--- config.mk ---
export PLATFORM = sky130hd
export DESIGN_NAME = sfx_scheduler
export DESIGN_NICKNAME = d
export VERILOG_FILES = /design/src/rtl/sfx_pkg.sv /design/src/rtl/sfx_req_latch.sv /design/src/rtl/sfx_scheduler.sv
export SDC_FILE = /design/constraint.sdc
export NUM_CORES = 1
export LEC_CHECK = 0
export ABC_AREA = 0
export BUFFER_PORTS_ARGS = -buffer_cell sky130_fd_sc_hd__buf_2
export CAP_MARGIN = 20
export CORE_MARGIN = 3
export CORE_UTILIZATION = 30
export CTS_BUF_LIST = sky130_fd_sc_hd__clkbuf_16
export DETAILED_ROUTE_END_ITERATION = 10
export GPL_TIMING_DRIVEN = 0
export SLEW_MARGIN = 10
export SYNTH_ARGS = -nofsm -noshare
export SYNTH_HDL_FRONTEND = slang
export SYNTH_SLANG_ARGS = --single-unit
--- constraint.sdc ---
create_clock -name clk -period 2.05 [get_ports clk]
set_input_delay 0.1025 -clock clk [delete_from_list [all_inputs] [get_ports clk]]
set_output_delay 0.1025 -clock clk [all_outputs]
set_load 0.005 [all_outputs]
--- src/rtl/sfx_pkg.sv ---
// Purpose : shared constants, FSM state type and per-effect tables for the sound-effect scheduler.
// Latency : n/a (package only).
// Backpressure : n/a; tables are indexed by the 2-bit effect id (0 = lowest priority).
package sfx_pkg;

  localparam int SFX_NUM_REQ  = 4;
  localparam int SFX_FRAME_W  = 6;
  localparam int SFX_PERIOD_W = 9;
  localparam int SFX_ID_W     = 2;

  localparam logic [SFX_ID_W-1:0] SFX_SHEEP   = 2'd0;
  localparam logic [SFX_ID_W-1:0] SFX_SWORD   = 2'd1;
  localparam logic [SFX_ID_W-1:0] SFX_SEGMENT = 2'd2;
  localparam logic [SFX_ID_W-1:0] SFX_PLAYER  = 2'd3;

  typedef enum logic [1:0] {
    ST_IDLE = 2'd0,
    ST_PLAY = 2'd1,
    ST_GAP  = 2'd2
  } sfx_state_e;

  // Effect length in frames; all entries stay <= 32 so the envelope never wraps.
  function automatic logic [SFX_FRAME_W-1:0] sfx_len(input logic [SFX_ID_W-1:0] id);
    case (id)
      SFX_SHEEP:   return 6'd16;
      SFX_SWORD:   return 6'd8;
      SFX_SEGMENT: return 6'd24;
      default:     return 6'd32;
    endcase
  endfunction

  function automatic logic sfx_noise_sel(input logic [SFX_ID_W-1:0] id);
    case (id)
      SFX_SWORD, SFX_PLAYER: return 1'b1;
      default:               return 1'b0;
    endcase
  endfunction

  function automatic logic [SFX_PERIOD_W-1:0] sfx_base(input logic [SFX_ID_W-1:0] id);
    case (id)
      SFX_SHEEP:   return 9'd120;
      SFX_SEGMENT: return 9'd64;
      default:     return 9'd0;
    endcase
  endfunction

  function automatic logic sfx_sweep(input logic [SFX_ID_W-1:0] id);
    return (id == SFX_SHEEP);
  endfunction

endpackage

--- src/rtl/sfx_req_latch.sv ---
// Purpose : edge-detects request levels, holds one pending flag per source, flags repeats, encodes top priority.
// Latency : pending/top valid 1 clk after a req rise; dropped pulses 1 clk after the repeated rise.
// Backpressure : none; a rise on an already-pending source is discarded and reported on dropped_o.
// Ports : req_i (levels), clr_i (one-hot clear from the scheduler), pending_o, top_vld_o/top_idx_o, dropped_o.
module sfx_req_latch
  import sfx_pkg::*;
#(
  parameter int N  = SFX_NUM_REQ,
  parameter int IW = SFX_ID_W
) (
  input  logic          clk,
  input  logic          rst_n,
  input  logic [N-1:0]  req_i,
  input  logic [N-1:0]  clr_i,
  output logic [N-1:0]  pending_o,
  output logic          top_vld_o,
  output logic [IW-1:0] top_idx_o,
  output logic          dropped_o
);

  logic [N-1:0] req_q;
  logic [N-1:0] pend_q;
  logic [N-1:0] pend_d;
  logic [N-1:0] rise;
  logic         drop_q;

  assign rise   = req_i & ~req_q;
  // A new rise overrides a same-cycle clear so the request is never lost.
  assign pend_d = (pend_q & ~clr_i) | rise;

  always_ff @(posedge clk or negedge rst_n) begin
    if (!rst_n) begin
      req_q  <= '0;
      pend_q <= '0;
      drop_q <= 1'b0;
    end else begin
      req_q  <= req_i;
      pend_q <= pend_d;
      drop_q <= |(rise & pend_q);
    end
  end

  // Highest set index wins: later loop iterations overwrite earlier ones.
  always_comb begin
    top_vld_o = 1'b0;
    top_idx_o = '0;
    for (int i = 0; i < N; i++) begin
      if (pend_q[i]) begin
        top_vld_o = 1'b1;
        top_idx_o = IW'(i);
      end
    end
  end

  assign pending_o = pend_q;
  assign dropped_o = drop_q;

endmodule

--- src/rtl/sfx_scheduler.sv ---
// Purpose : arbitrates one-shot sound-effect requests and sequences the single effect voice per video frame.
// Latency : grant 1 clk after req rise, sfx_active 2 clk after; voice fields follow id/frame registers directly.
// Backpressure : lower/equal priority requests wait as pending; higher priority preempts during PLAY only.
// Ports : clk, rst_n, frame_tick, req, bgm_enable in; grant, dropped, sfx_active, sfx_id, sfx_noise,
//         sfx_period, envelope, bgm_mute out.
module sfx_scheduler
  import sfx_pkg::*;
#(
  parameter int NUM_REQ  = SFX_NUM_REQ,
  parameter int FRAME_W  = SFX_FRAME_W,
  parameter int PERIOD_W = SFX_PERIOD_W
) (
  input  logic                clk,
  input  logic                rst_n,
  input  logic                frame_tick,
  input  logic [NUM_REQ-1:0]  req,
  input  logic                bgm_enable,
  output logic [NUM_REQ-1:0]  grant,
  output logic                dropped,
  output logic                sfx_active,
  output logic [1:0]          sfx_id,
  output logic                sfx_noise,
  output logic [PERIOD_W-1:0] sfx_period,
  output logic [4:0]          envelope,
  output logic                bgm_mute
);

  sfx_state_e            state_q, state_d;
  logic [SFX_ID_W-1:0]   id_q, id_d;
  logic [FRAME_W-1:0]    frame_q, frame_d;
  logic [NUM_REQ-1:0]    clr;
  logic [NUM_REQ-1:0]    pending;
  logic                  top_vld;
  logic [SFX_ID_W-1:0]   top_idx;
  logic                  take;
  logic [PERIOD_W+1:0]   period_sum;

  sfx_req_latch #(
    .N  (NUM_REQ),
    .IW (SFX_ID_W)
  ) u_req_latch (
    .clk       (clk),
    .rst_n     (rst_n),
    .req_i     (req),
    .clr_i     (clr),
    .pending_o (pending),
    .top_vld_o (top_vld),
    .top_idx_o (top_idx),
    .dropped_o (dropped)
  );

  always_ff @(posedge clk or negedge rst_n) begin
    if (!rst_n) begin
      state_q <= ST_IDLE;
      id_q    <= '0;
      frame_q <= '0;
    end else begin
      state_q <= state_d;
      id_q    <= id_d;
      frame_q <= frame_d;
    end
  end

  // Start (or restart) on the top pending source: from IDLE on anything, from PLAY only
  // when strictly higher than the sounding effect. GAP never starts an effect.
  always_comb begin
    take = 1'b0;
    if (top_vld) begin
      if (state_q == ST_IDLE) take = 1'b1;
      else if (state_q == ST_PLAY && top_idx > id_q) take = 1'b1;
    end
  end

  always_comb begin
    state_d = state_q;
    id_d    = id_q;
    frame_d = frame_q;
    clr     = '0;
    grant   = '0;
    if (take) begin
      clr[top_idx]   = 1'b1;
      grant[top_idx] = 1'b1;
      id_d           = top_idx;
      frame_d        = '0;
      state_d        = ST_PLAY;
    end else begin
      case (state_q)
        ST_PLAY: begin
          if (frame_tick) begin
            if (frame_q == (sfx_len(id_q) - FRAME_W'(1))) state_d = ST_GAP;
            else                                            frame_d = frame_q + 1'b1;
          end
        end
        ST_GAP: begin
          if (frame_tick) state_d = ST_IDLE;
        end
        default: ;
      endcase
    end
  end

  assign sfx_active = (state_q == ST_PLAY);

  // Sweep adds 4 per frame; the sum carries two spare bits so saturation can be detected.
  always_comb begin
    period_sum = (PERIOD_W+2)'(sfx_base(id_q));
    if (sfx_sweep(id_q)) period_sum = period_sum + (PERIOD_W+2)'({frame_q, 2'b00});
  end

  always_comb begin
    sfx_id     = '0;
    sfx_noise  = 1'b0;
    sfx_period = '0;
    envelope   = '0;
    if (sfx_active) begin
      sfx_id     = id_q;
      sfx_noise  = sfx_noise_sel(id_q);
      envelope   = 5'd31 - frame_q[4:0];
      if (period_sum > (PERIOD_W+2)'({PERIOD_W{1'b1}})) sfx_period = '1;
      else                                              sfx_period = period_sum[PERIOD_W-1:0];
    end
  end

  assign bgm_mute = sfx_active | ~bgm_enable;

endmodule

## Yosys cells after proc, flatten, opt, wreduce, memory -nomap -nowiden

Cells that the tools add are included.

- Input bits: 8
- Output and inout bits: 24
- Register bits: 19

- Eq/ne operators: 10
- Bitwise operators: 8
- Reduce and logical (&&, ||, !) cells: 11
- Mux-type cells: 34
- $add $sub $neg: 4
- Order comparisons: 4

Operator list:

| operator | count |
|---|---|
| 6-bit two-way mux | 7 |
| 9-bit two-way mux | 2 |
| 6-bit one-hot mux with 3 select lines | 1 |
| 2-bit two-way mux | 7 |
| 7-bit one-hot mux with 2 select lines | 1 |
| 4-bit AND | 3 |
| 11-bit by 9-bit > comparator with 1-bit output, second input constant | 1 |
| 1-bit two-way mux | 11 |
| 9-bit by 8-bit adder with 10-bit output | 1 |
| 10-bit two-way mux | 1 |
| 4-bit NOT | 2 |
| 6-bit by 1-bit adder with 6-bit output, second input constant | 1 |
| 2-bit == test, second input constant | 3 |
| 6-bit == test | 1 |
| 6-bit by 1-bit subtractor with 6-bit output, second input constant | 1 |
| 5-bit two-way mux | 1 |
| 5-bit subtractor, first input constant | 1 |
| 2-bit by 1-bit == test with 1-bit output, second input constant | 2 |
| 2-bit logical NOT | 2 |
| 4-bit two-way mux | 1 |
| 4-bit OR | 1 |
| 2-bit one-hot mux with 2 select lines | 1 |
| 4-bit AND reduction | 1 |
| 2-bit nonzero test | 2 |
| other kinds (15) | 16 |

## Depth between registers and ports, before layout

Gate-level depths: netlist of run 1.

- Word-level depth: 15
- Mapped depth: 9
- Gate-level depth less buffers: 9

## By module

From an unflattened synthesis of run 1, not the netlist that was laid out.

- Cell total of the unflattened synthesis: 140
- Area total of the unflattened synthesis: 1237.4 um^2

Modules (own cells, without submodules):

| module | cells an instance | times used | sequential area each (um^2) | area an instance (um^2) |
|---|---|---|---|---|
| sfx_scheduler | 111 | 1 | 250.2 | 903.4 |
| sfx_req_latch | 29 | 1 | 225.2 | 334.1 |

## Worst setup path after synthesis of run 1

No wires, ideal clock.

- Path kind: register to register
- Start point: reg id_q[0]
- End point: reg frame_q[3]
- Data arrival time: 1.891 ns
- Stages on the path, launching flop included: 8
- Library setup time: 0.078 ns
- Buffers on the path: 0
- Setup slack: 0.081 ns
- Cells stage by stage: dfrtp_1 inv_1 ha_1 xnor2_1 xnor2_1 o21ai_2 or3_1 a21oi_1

- Word-level cells in the longest chain between the ends: 9

RTL lines:

| what | RTL line | source |
|---|---|---|
| start: declaration | sfx_scheduler.sv:29 | `logic [SFX_ID_W-1:0] id_q, id_d;` |
| start signal: assignment | sfx_scheduler.sv:59 | `id_q <= id_d;` |
| 2-bit == test (tied with other cells) | sfx_pkg.sv:24 | `case (id)` |
| 6-bit one-hot mux with 3 select lines | sfx_pkg.sv:24 |  |
| 6-bit two-way mux | sfx_scheduler.sv:89 | `if (frame_tick) begin` |
| 6-bit two-way mux | sfx_scheduler.sv:87 | `case (state_q)` |
| 6-bit two-way mux | sfx_scheduler.sv:80 | `if (take) begin` |
| 6-bit by 1-bit subtractor with 6-bit output | sfx_scheduler.sv:90 | `if (frame_q == (sfx_len(id_q) - FRAME_W'(1))) state_d = ST_GAP;` |
| 6-bit == test | sfx_scheduler.sv:90 |  |
| 2-bit inequality test (no source line) | - |  |
| 3-bit AND reduction (no source line) | - |  |
| end signal: assignment | sfx_scheduler.sv:60 | `frame_q <= frame_d;` |
| end: declaration | sfx_scheduler.sv:30 | `logic [FRAME_W-1:0] frame_q, frame_d;` |

Several ways; a longest one is shown, not always the timed one. The select of a mux whose other input is x is not followed.
A chain may end at the register's enable or synchronous reset.

## Final worst setup path of run 1

- Start point: reg id_q[0]
- End point: out sfx_period[7]

- Word-level cells in the longest chain between the ends: 7

RTL lines:

| what | RTL line | source |
|---|---|---|
| 2-bit == test or 2-bit logical NOT (tied branches) | sfx_pkg.sv:40, sfx_pkg.sv:48 |  |
| 7-bit one-hot mux with 2 select lines | sfx_pkg.sv:40 | `case (id)` |
| 9-bit by 8-bit adder with 10-bit output | sfx_scheduler.sv:107 | `if (sfx_sweep(id_q)) period_sum = period_sum + (PERIOD_W+2)'({frame_q, 2'b00});` |
| 10-bit two-way mux (*) | sfx_scheduler.sv:107 |  |
| 11-bit by 9-bit > comparator with 1-bit output | sfx_scheduler.sv:119 | `if (period_sum > (PERIOD_W+2)'({PERIOD_W{1'b1}})) sfx_period = '1;` |
| 9-bit two-way mux (*) | sfx_scheduler.sv:119 |  |
| 9-bit two-way mux (*) | sfx_scheduler.sv:115 | `if (sfx_active) begin` |
| end: declaration | sfx_scheduler.sv:23 | `output logic [PERIOD_W-1:0] sfx_period,` |

Mark *: on every way between the ends. The rest lies on a longest branch, timed or not.

==> results of run 1 <==
[cell type report]
cell class	count	area share
multi-input cells	109	0.475
flip-flops and latches	19	0.256
repair buffers	44	0.145
clock buffers	3	0.0403
inverters	16	0.0336
well taps	50	0.0336
plain buffers	4	0.0141
clock inverters	1	0.00202
[logic make-up (layout without fill, tap and decap cells)]
kind of cell    count (synthesis)  after routing  synth area share
xor+xnor                       10             10            0.0781
flops                          19             19             0.366
compound gates                 33             33             0.159
fa+ha+maj                      13             13             0.131
mux                             2              2            0.0154
buf+inv                        21             68            0.0675
simple gates                   49             49             0.179
other cells                     1              2           0.00289
[through the flow]
| step | worst slack [ns] | utilization | setup TNS [ns] | instances |
|---|---|---|---|---|
| floorplan | 0.0806 | - | 0 | 149 |
| global placement | -0.127 | 0.369 | -1.12 | 228 |
| detailed placement | -0.150 | 0.369 | -1.41 | 228 |
| CTS | -0.00569 | 0.436 | -0.00569 | 243 |
| global route | -0.0850 | 0.456 | -0.313 | 246 |
| finish | -0.0165 | 0.456 | -0.0165 | 246 |
[worst min-delay path by stage]
stage,endpoint,slack [ns],depth (start not counted)
after floorplan,frame_q[0],-0.19,0
after global placement,frame_q[0],0.07,1
after detailed placement,frame_q[0],0.07,1
after CTS,state_q[0],0.09,2
after global routing,state_q[0],0.11,2
final,state_q[0],0.09,2
[per-layer routing]
metal / wire length [um] / GRT usage
met1: 1350 / 0.155
met2: 1400 / 0.197
met3: 112 / 0.0126
met4: 53 / 0.0501
met5: 0 / 0
[registers in the layout, indices dropped and copies added (netlist names)]
signal	cells
id_q	2
frame_q	6
u_req_latch.dropped_o	1
u_req_latch.req_q	4
state_q	2
u_req_latch.pending_o	4
[power groups by stage]
stage,logic (mW),registers (mW),clock network [mW]
after detailed placement,1.16,0.551,0
after CTS,1.48,0.543,0.403
after global placement,1.14,0.548,0
final,1.66,0.546,0.392
after global routing,1.86,0.561,0.420
after floorplan,0.844,0.530,0
[worst reg2reg max path, stage by stage (launching register included)]
cell	delay, ns
dfrtp_2	0.42
buf_4	0.16
ha_1	0.23
o21bai_1	0.20
xnor2_2	0.28
o21ai_4	0.11
or3_1	0.37
a21oi_2	0.14
[synth_stat cells, types with 3 or more instances]
master    n  area share
or3_1     4       0.019
inv_1    16       0.046
xor2_1    5       0.034
dfrtp_1  19        0.37
ha_1     12        0.12
nor2_1   25       0.072
nand2_1   5       0.014
o22ai_1   3       0.014
o21ai_0   7       0.027
a21oi_1   9       0.035
xnor2_1   4       0.027
nor3_1    3       0.012
[timing repair]
action                                  CTS  global route
buffers inserted                          7             3
hold buffers                              5             0
pin swaps                                 3            12
gates resized for setup                  24            14
endpoints found under the hold margin    23             0
endpoints found under the setup margin   17            16
==> reports/results.txt, run 1 <==
Clock network power share: 0.151. The area occupied by registers is 477 sq um. The initial antenna violation count came out at 0. The minimum setup slack among reg-to-reg paths is 0.07 ns, and the power per cell area is 1400 nW/um^2. The initialized floorplan defines 23 standard-cell rows. Along the worst path, the maximum fanout reaches 8. The mean instance size in the synthesized netlist was 8.77 sq um. The logs give 4970 um for the first-pass GRT wire length and 0.860 nW for the reported leakage power. The multi-input combinational cells in the finished layout cover a total of 885 sq um.

For the post-layout worst setup margin, the log shows -0.0165 ns. Measured along the x axis, the die boundary spans 71.8 um. Summed over all nets, the switching power comes to 1.07 mW. The routed layout has 1,169 vias.

Synthesis instantiated 37 different standard cells from the library. The switching share of power was 0.412; the netlist area before placement was 1300 sq um. The overall track demand over capacity in global routing is 0.118, and the Yosys warning count is 0. The worst-case IR drop observed on VDD is 636 uV.

The kind of path behind the tightest hold check was input pin to register. The share of final-layout standard cells stronger than drive strength 1 works out to 0.403. Clock tree synthesis inserted a total of 3 buffers.

The tools report the capturing element of the worst setup path as sfx_period[7]. The share of total power in combinational logic was 0.640. The port buffer count works out to 29. The total power came out at 2.60 mW.

The die covers 5150 sq um. The final critical-path share of the clock period was 1.01; the detailed placement HPWL was 2050 um. The critical path goes through inv_4, ha_2, or2_2, ha_4, a21oi_2, xor2_1, nor2_1, buf_2.

Summing all placed instances gives a cell area of 1510 sq um. Counting flops with a built-in enable in the synthesized netlist gives 0. The run gives 0 as the count of final max-slew check failures.

The number of buffers and inverters on the critical path is 2. The area growth from synthesis to final layout is 43.5%, and the maximum number of pins on one net before global-route repair is 20. The count of nets left with antenna violations once routing finished came out at 0. The maximum clock frequency is 484 MHz, and the share of synthesized registers carrying an async set or reset is 1.00.

The run gives 1,123 as the number of global-route vias before repair. Endpoint of the worst-slack reg-to-reg timing path: frame_q[3]. The flow ran to the end, but the final reports show violations. The post-route minimum period was 2.07 ns; the number of buffers on the longest clock path was 2. The tools report the final number of setup-violating endpoints as 1. In this run the vertical extent of the chip is 71.8 um. The post-synthesis sequential area ratio is 0.366, and the highest cell delay on the worst timing path is 0.39 ns. After detailed routing, the number of remaining DRC violations is 0. The slowest stage of the critical path is the dfrtp_2 cell.

In this run the critical register-to-register path is launched from id_q[0]. The internal power of the cells totals 1.53 mW. The critical path startpoint category was a register.

The cell count after synthesis was 148; the number of DRC markers after the initial detailed-route iteration was 39. Using the TritonRoute via totals, the vias-per-cell ratio works out to 4.75. The starting density of the core came out at 0.318. Measured in cells, the most critical reg-to-reg path has a length of 7. Counting flops and latches in the post-synthesis netlist gives 19. The tightest hold path in the finished design has a slack of 0.0854 ns.

Critical path class: register to output port. The most critical setup path has its startpoint at id_q[0]. After detailed routing, the average wire length per cell comes to 11.9 um. In this run the most critical hold path is launched from frame_tick. The root buffer cell chosen for the clock tree is clkbuf_16. Clock transition time at the flip-flop clock pins of the worst setup and hold paths: 0.05 ns. The number of max-cap violations is 0. TritonCTS built the clock tree. The library cell used most frequently in the layout, excluding fill and tap cells, is buf_2. The number of antenna diodes came out at 0. Grouping stages by cell kind, the critical path spends the most delay in adder cells. Routability-driven placement finished with a final weighted congestion of 0.737.

The sink count of the clock tree was 19; the fraction of power consumed by sequential logic was 0.210. The run gives 4 as the total iterations of the first detailed-routing run. In the layout the commonest cells are 29 x buf_2, 25 x nor2_1, 18 x dfrtp_1. The worst setup path is captured at an output port.

At the end of the flow, the number of nets in the layout was 218. STA puts the critical path data required time at 1.95 ns. H-tree depth reported by CTS: 1.

For the number of ports placed on the die boundary, the log shows 32. The sum of overflow across all layers after global routing is 0. Setup repair after global routing could not meet its margin everywhere.

The final reports fail on setup timing. The later-pin clock latency in the skew report came out at 0.25 ns. For this run, the leading register cell type out of synthesis is dfrtp_1. Between clock sinks in the finished design, the worst skew comes to 0.000932 ns. In this run the number of cells on the critical path is 8.

For this block, the routed nets add up to 2920 um of wire. For the data arrival time of the critical path, the log shows 1.96 ns. The floorplan step defined a core boundary enclosing 4090 sq um. Summing all non-filler instances in the final layout gives an area of 1860 sq um.

The hold violation count in the final report was 0; the number of inserted filler cells in the final layout was 395.
Note: power is estimated with default switching activity, not from simulation.
==> run 2: changes to the inputs <==
--- a/config.mk
+++ b/config.mk
@@ -8,11 +8,14 @@
 export ABC_AREA = 0
 export BUFFER_PORTS_ARGS = -buffer_cell sky130_fd_sc_hd__buf_2
 export CAP_MARGIN = 20
+export CELL_PAD_IN_SITES_DETAIL_PLACEMENT = 0
+export CELL_PAD_IN_SITES_GLOBAL_PLACEMENT = 1
 export CORE_MARGIN = 3
 export CORE_UTILIZATION = 30
 export CTS_BUF_LIST = sky130_fd_sc_hd__clkbuf_16
 export DETAILED_ROUTE_END_ITERATION = 10
 export GPL_TIMING_DRIVEN = 0
+export PLACE_DENSITY_LB_ADDON = 0.1
 export SLEW_MARGIN = 10
 export SYNTH_ARGS = -nofsm -noshare
 export SYNTH_HDL_FRONTEND = slang
==> run 2 against run 1 <==
The run now ends clean. Clock power fell by 1%. Non-clock buffer count is 7 higher. Combinational power rose by 14%. Worst setup slack better by 0.035 ns. Hold slack worse by 0.0049 ns. Final cell count grew 2.8%. Sequential share of layout area shrank 0.86 points. Via count grew 2.2%. Wire length increased by 11%. Clock skew rose by 0.0022 ns. Global-route usage is 0.72 points higher. Largest cell class unchanged. Largest power group unchanged.
==> reports/results.txt, run 2 (synthesized netlist as in run 1, its figures left out) <==
The flow ran to the end, and the final reports show no timing, DRC or antenna violations. The H-tree depth reported by CTS came out at 1. The startpoint identified for the worst hold timing path is frame_tick. With fillers left out, the area of the finished cells amounts to 1930 sq um.

Leaving out fill and tap cells, the most frequent cell in the layout is buf_2. For this run, design rule violations remaining after detail routing come to 0. The routed design could run at a clock period as short as 2.03 ns. Power spread over the standard cell area amounts to 1470 nW/um^2.

In the final routed layout, each cell accounts on average for 12.8 um. The most common cell type on the critical path was a21oi_2. The worst reg2reg path startpoint was id_q[0].

Setup violations remaining at the end of the flow were counted as 0. The maximum number of pins on one net before global-route repair is 20, and the number of DRC markers after the initial detailed-route iteration is 25. The number of buffers and inverters on the critical path is 3, and the final layout net count is 225. The run gives 0 as the number of antenna diodes. For the total iterations of the first detailed-routing run, the log shows 4. By startpoint and endpoint, the worst setup path is classified as register to output port. Die boundary width: 71.8 um.

Later-pin clock latency in the skew report: 0.25 ns. The signal on the critical path passes through inv_4, ha_4, ha_1, a31o_2, a21oi_2, inv_1, a21oi_2, nor3b_1, buf_2. The highest cell delay on the worst timing path was 0.42 ns.

Summed over all cells, the static leakage comes to 0.898 nW. Count of final max-slew check failures: 0. The number of buffers on the longest clock path was 2; the share of final-layout standard cells stronger than drive strength 1 was 0.419. Via count normalized by instance count: 4.72. The setup check on the worst reg-to-reg path leaves a slack of 0.07 ns. The die area was 5150 sq um; the post-route clock skew was 0.00316 ns.

The number of global-route vias before repair was 1,205; the area growth from synthesis to final layout was 48.9%. Detailed placement finished with a half-perimeter wire length of 2330 um. Setup repair after global routing could not meet its margin everywhere. Data arrives at the worst endpoint at 1.93 ns.

More flip-flops sit in one register than any other, and that register is frame_q. The gate family responsible for the most delay along the worst path was compound AO/OA/AOI/OAI gates. The top cell types in the final layout, fill and taps aside, are 29 x buf_2, 25 x nor2_1, 18 x buf_4. TritonCTS built the clock tree.

Clock-pin slew was measured on the worst setup and hold paths at 0.05 ns. Across the VDD grid, the largest voltage drop is 809 uV. Initial antenna violation count: 0.

The kind of path behind the tightest hold check is input pin to register. The tools report the number of clock buffers inserted by TritonCTS as 3. The routed design has 3250 um of wire.

Of all nets on the critical path, the largest fanout is 5. The starting density of the core came out at 0.318. The post-layout worst setup margin is 0.0180 ns.

For the number of max-cap violations, the log shows 0. The floorplan step defined a core boundary enclosing 4090 sq um. The congestion estimate from routability-driven global placement came to 0.758.

The worst setup path is captured at an output port. The number of rows created at floorplan was 23. At the worst endpoint, the required time is 1.95 ns. The register with the most flip-flops in the layout has 6 of them. The internal power came out at 1.69 mW.

The share of total power in combinational logic is 0.666. Summing over every cut layer, the via total after detailed routing is 1,195. The hold violation count in the final report came out at 0. In this run the worst setup path begins at id_q[0].

The worst slack at placement is -0.182 ns. For the fraction of power consumed by sequential logic, the log shows 0.197. The worst setup path is launched from a register. The final critical-path share of the clock period was 0.991.

The run gives 1.15 mW as the switching power. The run gives 0 as the sum of overflow across all layers after global routing. Number of nets with antenna violations after routing: 0. The switching share of power works out to 0.404. For the total power, the log shows 2.84 mW. For this run, the top clock speed supported by timing is 492 MHz. The overall track demand over capacity in global routing was 0.125; the port buffer count was 29. Pin placement for this block handled 32 I/O pins.

In this run the cell area measured after placement is 1510 sq um. Sink count of the clock tree: 19. The first-pass GRT wire length was 5240 um. The slowest stage of the critical path belongs to the cell dfrtp_2.

The die span in y is 71.8 um. For the clock network power share, the log shows 0.137. The tree is rooted in a clkbuf_16.
run 2: layout make-up:
class,instances,area [sq um]
multi-input combinational,109,893
inverter,16,65.1
clock inverter,1,5.00
sequential,19,478
clock buffer,3,75.1
buffer,4,26.3
timing repair buffer,51,327
fill,395,2150
tap,50,62.6
run 2: power groups by stage:
stage	combinational [mW]	sequential [mW]	clock (mW)
3_5_place_dp	1.18	0.557	0
4_1_cts	1.49	0.550	0.403
2_1_floorplan	0.844	0.530	0
3_3_place_gp	1.16	0.551	0
6_report	1.89	0.560	0.388
5_1_grt	2.08	0.572	0.427
run 2: path summary, 6_finish.rpt:
kind                                             to  cells past startpoint
min in group asynchronous      u_req_latch.req_q[1]                      2
hold reg to reg            u_req_latch.pending_o[3]                      1
max in group asynchronous                   id_q[0]                      2
setup / recovery                      sfx_period[8]                      9
hold / removal                           state_q[0]                      2
setup reg to reg                         frame_q[3]                      8
run 2: per-stage QoR:
step                      setup TNS (ns)  utilization  hold WS, ns  cells
after global placement             -1.34        0.369       0.0656    228
after global routing              -0.337        0.473       0.0844    253
after detailed placement           -1.92        0.369       0.0639    228
after CTS                       -0.00222        0.433       0.0841    242
after floorplan                        0            -       -0.193    149
final                                  0        0.473       0.0805    253
run 2: timing repair:
item                       4_1_cts  5_1_grt
setup endpoints to repair       17       16
setup buffers                    6       11
hold endpoints to repair        23        0
hold buffers                     5        0
pin swaps                        3       10
resized for setup               26       16
run 2: metal layers:
layer | wire, um | global-route usage | vias up
met5 | 0 | 0 | -
met4 | 27 | 0.0376 | 0
met3 | 116 | 0.0182 | 4
met2 | 1760 | 0.233 | 24
met1 | 1340 | 0.148 | 563
li1 | - | - | 604
